==> src/rtl/serial_tx.sv <==
// rtl/serial_tx.sv - LSB-first serial transmitter with start/stop framing
// Optional even parity bit enabled by defining SERIAL_TX_PARITY_EN.
module serial_tx #(
    parameter int DATA_W    = 8,
    parameter int CLK_DIV   = 4,
    parameter int STOP_BITS = 1
) (
    input  logic              aclk,
    input  logic              srst,
    input  logic              tx_valid,
    output logic              tx_ready,
    input  logic [DATA_W-1:0] tx_data,
    output logic              txd,
    output logic              busy
);

    localparam int TW = (CLK_DIV > 1) ? $clog2(CLK_DIV) : 1;
    localparam int BW = $clog2(DATA_W + 1);
    localparam logic [TW-1:0] T_LAST = TW'(CLK_DIV - 1);
    localparam logic [BW-1:0] D_LAST = BW'(DATA_W - 1);
    localparam logic [BW-1:0] S_LAST = BW'(STOP_BITS - 1);

    typedef enum logic [2:0] {
        S_IDLE,
        S_START,
        S_DATA,
`ifdef SERIAL_TX_PARITY_EN
        S_PARITY,
`endif
        S_STOP
    } state_t;

    state_t            r_state;
    logic [DATA_W-1:0] r_shift;
    logic [TW-1:0]     r_timer;
    logic [BW-1:0]     r_idx;
    logic              r_txd;
    logic              r_ready;
    logic              r_busy;
`ifdef SERIAL_TX_PARITY_EN
    logic              r_parity;
`endif

    logic              w_bit_end;
    logic [DATA_W-1:0] w_shift_next;

    assign w_bit_end    = (r_timer == T_LAST);
    assign w_shift_next = r_shift >> 1;

    assign tx_ready = r_ready;
    assign txd      = r_txd;
    assign busy     = r_busy;

    // r_idx counts data bits in DATA and stop bits in STOP; it is zero on entry to both.
    always_ff @(posedge aclk) begin
        if (srst) begin
            r_state  <= S_IDLE;
            r_shift  <= '0;
            r_timer  <= '0;
            r_idx    <= '0;
            r_txd    <= 1'b1;
            r_ready  <= 1'b0;
            r_busy   <= 1'b0;
`ifdef SERIAL_TX_PARITY_EN
            r_parity <= 1'b0;
`endif
        end else begin
            case (r_state)
                S_IDLE: begin
                    r_ready <= 1'b1;
                    r_busy  <= 1'b0;
                    r_txd   <= 1'b1;
                    if (r_ready && tx_valid) begin
                        r_shift  <= tx_data;
                        r_state  <= S_START;
                        r_txd    <= 1'b0;
                        r_busy   <= 1'b1;
                        r_ready  <= 1'b0;
                        r_timer  <= '0;
                        r_idx    <= '0;
`ifdef SERIAL_TX_PARITY_EN
                        r_parity <= ^tx_data;
`endif
                    end
                end
                S_START: begin
                    if (w_bit_end) begin
                        r_timer <= '0;
                        r_state <= S_DATA;
                        r_txd   <= r_shift[0];
                    end else begin
                        r_timer <= r_timer + TW'(1);
                    end
                end
                S_DATA: begin
                    if (w_bit_end) begin
                        r_timer <= '0;
                        r_shift <= w_shift_next;
                        if (r_idx == D_LAST) begin
                            r_idx <= '0;
`ifdef SERIAL_TX_PARITY_EN
                            r_state <= S_PARITY;
                            r_txd   <= r_parity;
`else
                            r_state <= S_STOP;
                            r_txd   <= 1'b1;
`endif
                        end else begin
                            r_idx <= r_idx + BW'(1);
                            r_txd <= w_shift_next[0];
                        end
                    end else begin
                        r_timer <= r_timer + TW'(1);
                    end
                end
`ifdef SERIAL_TX_PARITY_EN
                S_PARITY: begin
                    if (w_bit_end) begin
                        r_timer <= '0;
                        r_state <= S_STOP;
                        r_txd   <= 1'b1;
                    end else begin
                        r_timer <= r_timer + TW'(1);
                    end
                end
`endif
                S_STOP: begin
                    if (w_bit_end) begin
                        r_timer <= '0;
                        if (r_idx == S_LAST) begin
                            r_idx   <= '0;
                            r_state <= S_IDLE;
                            r_ready <= 1'b1;
                            r_busy  <= 1'b0;
                        end else begin
                            r_idx <= r_idx + BW'(1);
                        end
                    end else begin
                        r_timer <= r_timer + TW'(1);
                    end
                end
                default: begin
                    r_state <= S_IDLE;
                    r_txd   <= 1'b1;
                    r_ready <= 1'b0;
                    r_busy  <= 1'b0;
                end
            endcase
        end
    end

endmodule
==> config.mk <==
export PLATFORM = sky130hd
export DESIGN_NAME = serial_tx
export DESIGN_NICKNAME = d
export VERILOG_FILES = /design/src/rtl/serial_tx.sv
export SDC_FILE = /design/constraint.sdc
export NUM_CORES = 1
export LEC_CHECK = 0
export ABC_CLOCK_PERIOD_IN_PS = 2300
export CAP_MARGIN = 30
export CORE_MARGIN = 2
export CORE_UTILIZATION = 50
export DETAILED_ROUTE_END_ITERATION = 8
export GPL_TIMING_DRIVEN = 0
export PLACE_DENSITY_LB_ADDON = 0.2
export SYNTH_ARGS = -nofsm -noshare
export SYNTH_HDL_FRONTEND = slang
export SYNTH_SLANG_ARGS = --single-unit
export TNS_END_PERCENT = 50
==> constraint.sdc <==
create_clock -name aclk -period 2.3 [get_ports aclk]
set_clock_uncertainty 0.1 [all_clocks]
set_input_delay 0.46 -clock aclk [delete_from_list [all_inputs] [get_ports aclk]]
set_output_delay 0.46 -clock aclk [all_outputs]
set_load 0.05 [all_outputs]
# Yosys cells after proc, flatten, opt, wreduce, memory -nomap -nowiden
# Index checks and enable logic that the tools add are counted.
# totals
register_bits,20
in_bits,11
out_inout_bits,3
# classes
addsub,2
eq_ne,11
mux,31
bitwise,2
n_reduce_logical,14
# op_table
cell,n
2-to-1 mux 4 bit,5
2-to-1 mux 3 bit,6
2-to-1 mux 8 bit,2
one-hot mux 8 bit (2 select lines),1
"inequality test 2 bit, second input constant",6
one-hot mux 3 bit (4 select lines),1
one-hot mux 4 bit (3 select lines),1
2-to-1 mux 1 bit,9
AND reduction 3 bit,3
"equality test 3 x 2 -> 1 bit, second input constant",2
one-hot mux 1 bit (3 select lines),2
AND reduction 6 bit,1
"adder 4 x 1 -> 4 bit, second input constant",1
"equality test 4 x 3 -> 1 bit, second input constant",1
logical NOT 4 bit,1
2-to-1 mux 2 bit,2
one-hot mux 1 bit (4 select lines),1
one-hot mux 2 bit (2 select lines),1
AND reduction 4 bit,1
nonzero test 2 bit,2
"equality test 3 x 1 -> 1 bit, second input constant",1
logical NOT 3 bit,1
nonzero test 3 bit,1
OR reduction 3 bit,1
other kinds (6),7

# Logic depth before layout (Yosys ltp)
# Gate-level depths: netlist (run 1).
# logic_depth
depth_word,4
ltp_mapped,8
ltp_nobuf,6

# Least setup slack after synthesis (run 1)
# No wires, ideal clock.
# synth_path
path_type,register to register
start,register r_state[0]
end,register r_state[0]
arrival_ns,1.756
required_ns,2.084
slack_ns,0.328
stages_incl_launch_ff,8
n_path_buf,1
cell_sequence,dfxtp_1 inv_1 ha_1 buf_2 nor4b_4 a311oi_2 or4_1 o211a_1
# synth_between
elab_chain_cells,3
elab_cells_between_ends,12
# synth_rtl
item,line_no,rtl
from (decl),33,state_t r_state;
from (signal assigned),57,r_state <= S_IDLE;
from (signal assigned),75,r_state <= S_START;
from (signal assigned),89,r_state <= S_DATA;
"equality test 3 x 2 -> 1 bit, or another cell as far along",68,case (r_state)
inequality test 2 bit (no source line),-,
AND reduction 6 bit (no source line),-,
# Parallel ways exist; a longest one is shown, timed or not.
# A chain may end at the register's enable or synchronous reset.

# Worst setup path in the final report (run 1)
# layout_path
start,register r_ready (netlist: tx_ready)
end,output tx_ready
# layout_rtl
item,line_no,rtl
from (decl),38,logic r_ready;
from (signal assigned),62,r_ready <= 1'b0;
from (signal assigned),70,r_ready <= 1'b1;
from (signal assigned),78,r_ready <= 1'b0;
to (decl),11,"output logic tx_ready,"
# No word-level cell between the ends.

==> results of run 1 <==
[sequential cells by signal, summed over array words and instances (netlist names)]
name and count:
txd 1, r_timer 2, r_idx 4, busy 1, r_shift 8, r_state 2, tx_ready 1
[final cells by class]
cell class / instances / area (sq um)
Fill cell: 177 / 730.7
Multi-Input combinational cell: 89 / 636.9
Sequential cell: 19 / 381.6
Timing Repair Buffer: 12 / 120.1
Tap cell: 27 / 33.78
Inverter: 7 / 26.28
Buffer: 6 / 25.02
Clock buffer: 3 / 22.52
Clock inverter: 1 / 5.005
[timing repair]
action,4_1_cts,5_1_grt
gates resized for setup,0,2
hold buffers,0,0
setup endpoints to repair,0,2
hold endpoints to repair,0,0
[cell usage in the layout, fill, tap and decap left out, types with 3 or more instances in the layout]
cell / n
o21ai_0: 3
inv_1: 7
ha_1: 9
nor2_1: 18
a211oi_1: 7
nand2_1: 5
nand3_1: 3
clkbuf_1: 3
clkbuf_4: 3
dfxtp_1: 18
clkdlybuf4s50_1: 12
nor3_1: 5
mux2i_1: 9
a21oi_1: 7
[worst max path at each step]
stage	to	start	cells after the start	slack, ns
after floorplan	r_state[0]$_SDFFE_PP0P_	r_state[0]$_SDFFE_PP0P_	7	0.33
after global placement	r_shift[3]$_SDFFE_PP0P_	tx_valid	6	0.10
after detailed placement	r_shift[6]$_SDFFE_PP0P_	tx_valid	5	0.07
after CTS	r_state[0]$_SDFFE_PP0P_	r_state[0]$_SDFFE_PP0P_	7	0.13
after global routing	r_state[0]$_SDFFE_PP0P_	r_state[1]$_SDFFE_PP0P_	6	0.03
final	tx_ready	tx_ready$_SDFFE_PP0P_	1	0.19
[metal layers]
| metal | global-route usage (%) | vias to the layer above |
|---|---|---|
| met4 | 6.944 | 0 |
| met5 | 0 | - |
| met1 | 22.08 | 435 |
| li1 | - | 472 |
| met3 | 2.679 | 2 |
| met2 | 35.53 | 13 |
[power by group through the flow]
| stage | registers [mW] | clock network (mW) | logic [mW] |
|---|---|---|---|
| finish | 0.469 | 0.169 | 0.652 |
| global route | 0.480 | 0.187 | 0.728 |
| CTS | 0.466 | 0.174 | 0.650 |
| detailed placement | 0.474 | 0 | 0.648 |
| global placement | 0.469 | 0 | 0.635 |
| floorplan | 0.528 | 0 | 0.438 |
[kinds of logic after synthesis]
logic type | share of synthesized area [%]
AOI/OAI and AO/OA | 19.62
buffers and inverters | 4.818
adders and majority gates | 10.58
DFF | 35.72
muxes | 8.461
and+or+nand+nor | 20.80
==> metrics.txt, run 1 <==
status=finished, final reports clean; cell family with most CP delay=buffers and inverters; Hold EP=busy$_SDFFE_PP0P_; via count=922; WS Path Type=flip-flop to output port; WP buf/inv=1; Root Buffer=clkbuf_4; Clk network pwr share=13.1%; WP data arrival=about 1.6 ns; port bufs=12; met3 wire len=60 um; Final #Nets=around 160; crit-path cells=clkdlybuf4s50_1; Sw Ratio=42.58%; # DRC=0; Top Ports=14; number of diodes=0; Max stage delay cell, worst path=clkdlybuf4s50_1; clock sink count=19; NetSw=0.5494 mW; ranking of synthesized cells by area=dfxtp_1 (36%), ha_1 (11%), mux2i_1 (8.5%); Gate power share=between 50% and 60%; mapped cell area=1065 sq um; die area=2515 sq um; Die Width=50.15 um; GRT Total Usage=19.18%; met1 WL=950 um; worst skew pair latency=0.29 ns; DR WL/cell=12.68 um; Int Power=0.7409 mW; Final Hold Fails=0; post-CTS setup buffer count=0; Post-synth top flop=dfxtp_1; Max transition margin=60.83%; Startpoint Class=flip-flop; synth unique cells=33; vias in the first global route=around 930; post-synth net total=roughly 140; flops & latches, synth=19; CP Max Fanout=5; Util after Layout=63.13%; DP HPWL=1608 um; Top Metal Used=met4; worst r2r path cells=7; clock-pin slew on the worst setup and hold paths=approximately 0.12 ns; Min-Delay Path Class=flip-flop to flip-flop; max-cap viol count=0; max frequency=0.4743 GHz; Post-synth EDFFs=0; Setup Slack @ Placement=just over 0.07 ns; CP endpoint kind=output port; Crit Reg-Reg Endpoint=r_state[0]$_SDFFE_PP0P_; Core ar.=1982 sq um; Critical Path RT=1.74 ns; clk buf depth=2; Placer Congestion=about 0.76; RSZ-0062 raised after global routing=false; post-synth top area share=35.72%; std cell rows=16; final wirelength=~2100 um; TritonCTS clock tree=yes; Vias/cell=5.622; TritonRoute pass-1 iters=4; post-layout instance area=1251 sq um; period utilization=roughly nine tenths; TritonCTS Buffers=3; top cells by count, synth=dfxtp_1 (19), nor2_1 (18), ha_1 (9), mux2i_1 (9); Seq pwr share=36.3%; CTS HTree Levels=1; min-delay src=busy$_SDFFE_PP0P_; initial antenna violation count=0; worst vdd ir=608.4 uV; met2 wire length=~1100 um; final std cells w/o fill=164; Crit path largest cell delay=0.83 ns; WHS Path Cells=2; PwrDens=1031 nW/um^2; share of cells above drive strength 1=8.029%; Tot Pwr=1.290 mW; Avg Cell Area, Syn=8.800 sq um; setup ws final=0.1916 ns; Setup TNS=0 ns; Post-DP Area=1219 sq um; Die H=50.15 um; worst hold slack=0.3986 ns; Final setup viols=0; Final min period=~2.1 ns; largest net degree at the start of global routing=12; Yosys Warn Count=0; worst-margin pin slew=0.5876 ns; Post-synth ARST share=0%; RR Startpoint=r_state[0]$_SDFFE_PP0P_; initial core utilization=53.72%; grt ovf=0; Antenna Nets Post-Route=0; post-synthesis sequential area ratio=35.72%; placed cells=160; R2R Setup Slk=approximately 0.20 ns; Area Growth Syn to Fin=17.51%; total leakage power=0.4760 nW; max-slew violation count=0; Cells after Synth=approximately 120; first-pass GRT wire length=3732 um; cell accounting for the most synthesized area=dfxtp_1; DRT iter0 DRCs=14; count leader, synth=dfxtp_1
Power figures use the tool's default switching activity.
==> run 2, diff against run 1 <==
ABC_AREA = 0   (was default)
==> results of run 2 <==
Same layout as run 1: the final DEF is identical, and so are final timing and power.
==> patch 1, RTL diff (config.mk and constraints of run 2) <==
Re-encode `state_t` (4 states) as one-hot, 4 bits wide.
--- a/src/rtl/serial_tx.sv
+++ b/src/rtl/serial_tx.sv
@@ -21,12 +21,12 @@
     localparam logic [BW-1:0] S_LAST = BW'(STOP_BITS - 1);
 
-    typedef enum logic [2:0] {
-        S_IDLE,
-        S_START,
-        S_DATA,
+    typedef enum logic [3:0] {
+        S_IDLE  = 4'b0001,
+        S_START = 4'b0010,
+        S_DATA  = 4'b0100,
 `ifdef SERIAL_TX_PARITY_EN
         S_PARITY,
 `endif
-        S_STOP
+        S_STOP  = 4'b1000
     } state_t;
 
Check against the original RTL: no difference found for any inputs over 10 cycles, from zero or initial values and one cycle with srst high; not proved beyond that.
==> patch 1 against run 2 <==
Non-clock buffer count grew 3; first-iteration DRC count up 57%; final area increased by 9.0%; register-to-register slack lost 0.11 ns; routed wire length increased by 16%; global-route usage is 1.9 points higher; sequential cell count rose by 2; via count rose by 7.6%; worst setup slack got worse by 0.10 ns; synthesized area increased by 7.5%.
Power is not compared: it rests on default switching activity, and its combinational part moved more than twofold at a synthesized area within 25%.
==> patch 1: results <==
[placed_design]
placed_area_um2 = 1310
gp_congestion = 0.856
dpl.hpwl_um = 1820
port_buffers = 13

[pwr]
ir_drop_uv = 462
leakage_nw = 0.538

[logic_synthesis]
synth.distinct_cells = 42
ys_seq_area_share_pct = 36.7
synth-async-reset-ratio_pct = 0
synth_nets = 149
synth_area_leaders = "dfxtp_1 37%, a21oi_1 8.3%, nor2_1 6.2%"
synthTopCellsByCount = "21 x dfxtp_1, 19 x a21oi_1, 19 x nor2_1"
yosys_warnings = 0

[outcome]
status = "finished, final reports clean"

[global_routing]
grt_util_all_layers_pct = 21.1
grt_pass1_vias = 999
grt_max_degree = 13
grt_pass1_wl_um = 4200
antenna_found_initial = 0

[drt]
drtPass1Iterations = 4
dr_wl_met3_um = 54
topRoutingLayerUsed = "met4"
antenna_left = 0
wl_met1_um = 1110
drt_iter0_drc = 22
met2_length_um = 1200
vias = 992
avgRoutedWirePerCell_um = 13.4

[final_layout]
reg.largest.list = "r_shift x8, r_idx x4, r_state x4"
nets = 167
final.fill_count = 199
antenna_cells = 0
final_layout_size_suffix_gt1_share_pct = 12.5

[cts]
clk_latency_ns = 0.30
numCtsBuffers = 3
clk_pin_slew_worst_paths_ns = 0.12
max-clock-path-buffers = 2
cts_root_buf = "clkbuf_4"

[setup_path]
cp-start-kind = "flip-flop"
critical_path_peak_fanout = 10
arrival_ns = 2.35

[hold_path]
min_path_type = "flip-flop to flip-flop"

[timing]
worstMarginPinSlew_ns = 0.549
## patch 1: changes by cell type after synthesis, moves of 3 or more
cell,delta
nor4b_1,+3
nor3_1,-4
nand2_1,+6
a21oi_1,+12
a211oi_1,-4
mux2i_1,-4
ha_1,-6
inv_1,-5
## patch 1: worst max-delay path, stage by stage, from the launching register on
cell and delay [ns]:
dfxtp_1 0.35, buf_2 0.24, or4b_4 0.54, o21a_1 0.24, or4b_1 0.54, a21oi_1 0.14
## patch 1: cells by family after synthesis
family | count (synthesis) | synth area share (%)
xor+xnor | 2 | 1.53
flops | 21 | 36.7
fa+ha+maj | 3 | 3.28
simple gates | 55 | 27.1
mux | 5 | 4.37
buf+inv | 10 | 5.14
compound gates | 39 | 21.9
## patch 1: metal layers
metal	vias up	track usage (%)
li1	524	-
met4	0	11.4
met1	448	25.3
met2	15	36.1
met5	-	0
met3	5	2.59
## patch 1: layout make-up
type	count	area (um2)	area share, %
multi-input cells	104	692	50.7
clock inverters	1	5.00	0.367
repair buffers	13	130	9.54
flip-flops and latches	21	420	30.8
plain buffers	8	51.3	3.76
well taps	28	35.0	2.57
inverters	2	7.51	0.550
clock buffers	3	22.5	1.65
## patch 1: timing repair
action                                 CTS  global route
endpoints found under the hold margin    0             0
resized for setup                        1             3
gates cloned                             0             0
setup endpoints to repair                7            12
## patch 1: worst paths after layout
check                     startpoint                 endpoint  slack, ns  cells past startpoint
max reg2reg  r_state[3]$_SDFFE_PP0P_    r_idx[2]$_SDFFE_PP0P_       0.09                      5
max          r_state[3]$_SDFFE_PP0P_    r_idx[2]$_SDFFE_PP0P_       0.09                      5
min reg2reg  r_shift[7]$_SDFFE_PP0P_  r_shift[7]$_SDFFE_PP0P_       0.38                      2
min          r_shift[7]$_SDFFE_PP0P_  r_shift[7]$_SDFFE_PP0P_       0.38                      2
## patch 1: per-stage QoR
| step | TNS, ns | util, % | setup WS, ns | cells |
|---|---|---|---|---|
| final | 0 | 62.3 | 0.0895 | 180 |
| after global routing | -0.0144 | 62.3 | -0.00811 | 180 |
| after CTS | 0 | 61.3 | 0.0183 | 180 |
| after detailed placement | -0.0731 | 59.8 | -0.0205 | 176 |
| after global placement | -0.0438 | 59.8 | -0.0232 | 176 |
| after floorplan | 0 | - | 0.322 | 135 |
## patch 1: report_power, final
group	total, mW	switching [mW]	internal [mW]
Combinational	0.282	0.168	0.114
Sequential	0.411	0.0179	0.393
Clock	0.175	0.110	0.0649
Total	0.868	0.296	0.572
==> patch 2, RTL diff (config.mk and constraints of run 2) <==
Made on the original files. Build with the macro `SERIAL_TX_PARITY_EN` defined.
--- a/src/rtl/serial_tx.sv
+++ b/src/rtl/serial_tx.sv
@@ -1,4 +1,6 @@
 // rtl/serial_tx.sv - LSB-first serial transmitter with start/stop framing
 // Optional even parity bit enabled by defining SERIAL_TX_PARITY_EN.
+`define SERIAL_TX_PARITY_EN
+
 module serial_tx #(
     parameter int DATA_W    = 8,
Function: same outputs for any inputs over 10 cycles, from zero or initial values and one cycle with srst high; that may be too few to reach the edited logic, so the function may still have changed.
==> patch 2 against run 2 <==
Routed wire length is 18% higher; worst setup slack got worse by 0.098 ns; sequential cell count is 2 higher; hold slack worse by 0.010 ns; die area rose by 17%; synthesized cell count rose by 15%; final area grew 17%; synthesized area up 19%; global-route usage up 0.54 points.
Power is not compared: it rests on default switching activity, and its combinational part moved more than twofold at a synthesized area within 25%.
==> patch 2: results <==
[setup_path]
r2r-start = "r_timer[0]$_SDFFE_PP0P_"
critPathMaxStageDelay_ns = 0.85
arrival_ns = 1.65
critical_path_peak_fanout = 6
reg2reg_to = "r_shift[5]$_SDFFE_PP0P_"
worst-r2r-setup-slack_ns = 0.26

[placed_design]
placed_area_um2 = 1440
dp_cells = 182

[final_layout]
n_all_inverters = 3
signal_buffers = 22
seq_share_pct = 28.8
final.fill_count = 223
layout.cells.non_filler = 186
multi_input_cells = 106

[outcome]
status = "finished, final reports clean"

[drt]
vias_per_cell = 5.66

[global_routing]
use_met1_pct = 26.1
grt_use_met2_pct = 31.5
gr-usage-met3_pct = 2.73

[logic_synthesis]
synthAdderAreaFrac_pct = 2.96
ys_seq_area_share_pct = 33.2
synthTopCellsByCount = "21 x dfxtp_1, 14 x nor2_1, 10 x mux2i_1"

[cts]
clk_latency_ns = 0.31

[hold_path]
hold_start = "r_timer[1]$_SDFFE_PP0P_"
hold_end = "r_timer[1]$_SDFFE_PP0P_"
[patch 2: cell count changes in the layout (fill, tap and decap cells not counted), moves of 3 or more]
cell / delta
ha_1: -6
nor2_1: -4
inv_1: -5
a21oi_1: -3
nand3_1: +3
a211oi_2: +3
buf_4: +3
xnor2_1: +8
dfxtp_1: +3
[patch 2: worst reg2reg max path: cells and delay by family (launching register included)]
kind	cells	cell delay, ns
compound gates	2	0.53
buf+inv	2	0.46
flops	1	0.44
fa+ha+maj	1	0.29
simple gates	2	0.16
[patch 2: kinds of logic (layout without fill, tap and decap cells)]
family | count (synthesis) | in the layout
AO/OA/AOI/OAI | 29 | 29
buffers and inverters | 12 | 29
multiplexers | 10 | 10
adder cells (fa/ha/maj) | 3 | 3
XOR/XNOR | 9 | 9
AND/OR/NAND/NOR | 55 | 55
flip-flops | 21 | 21
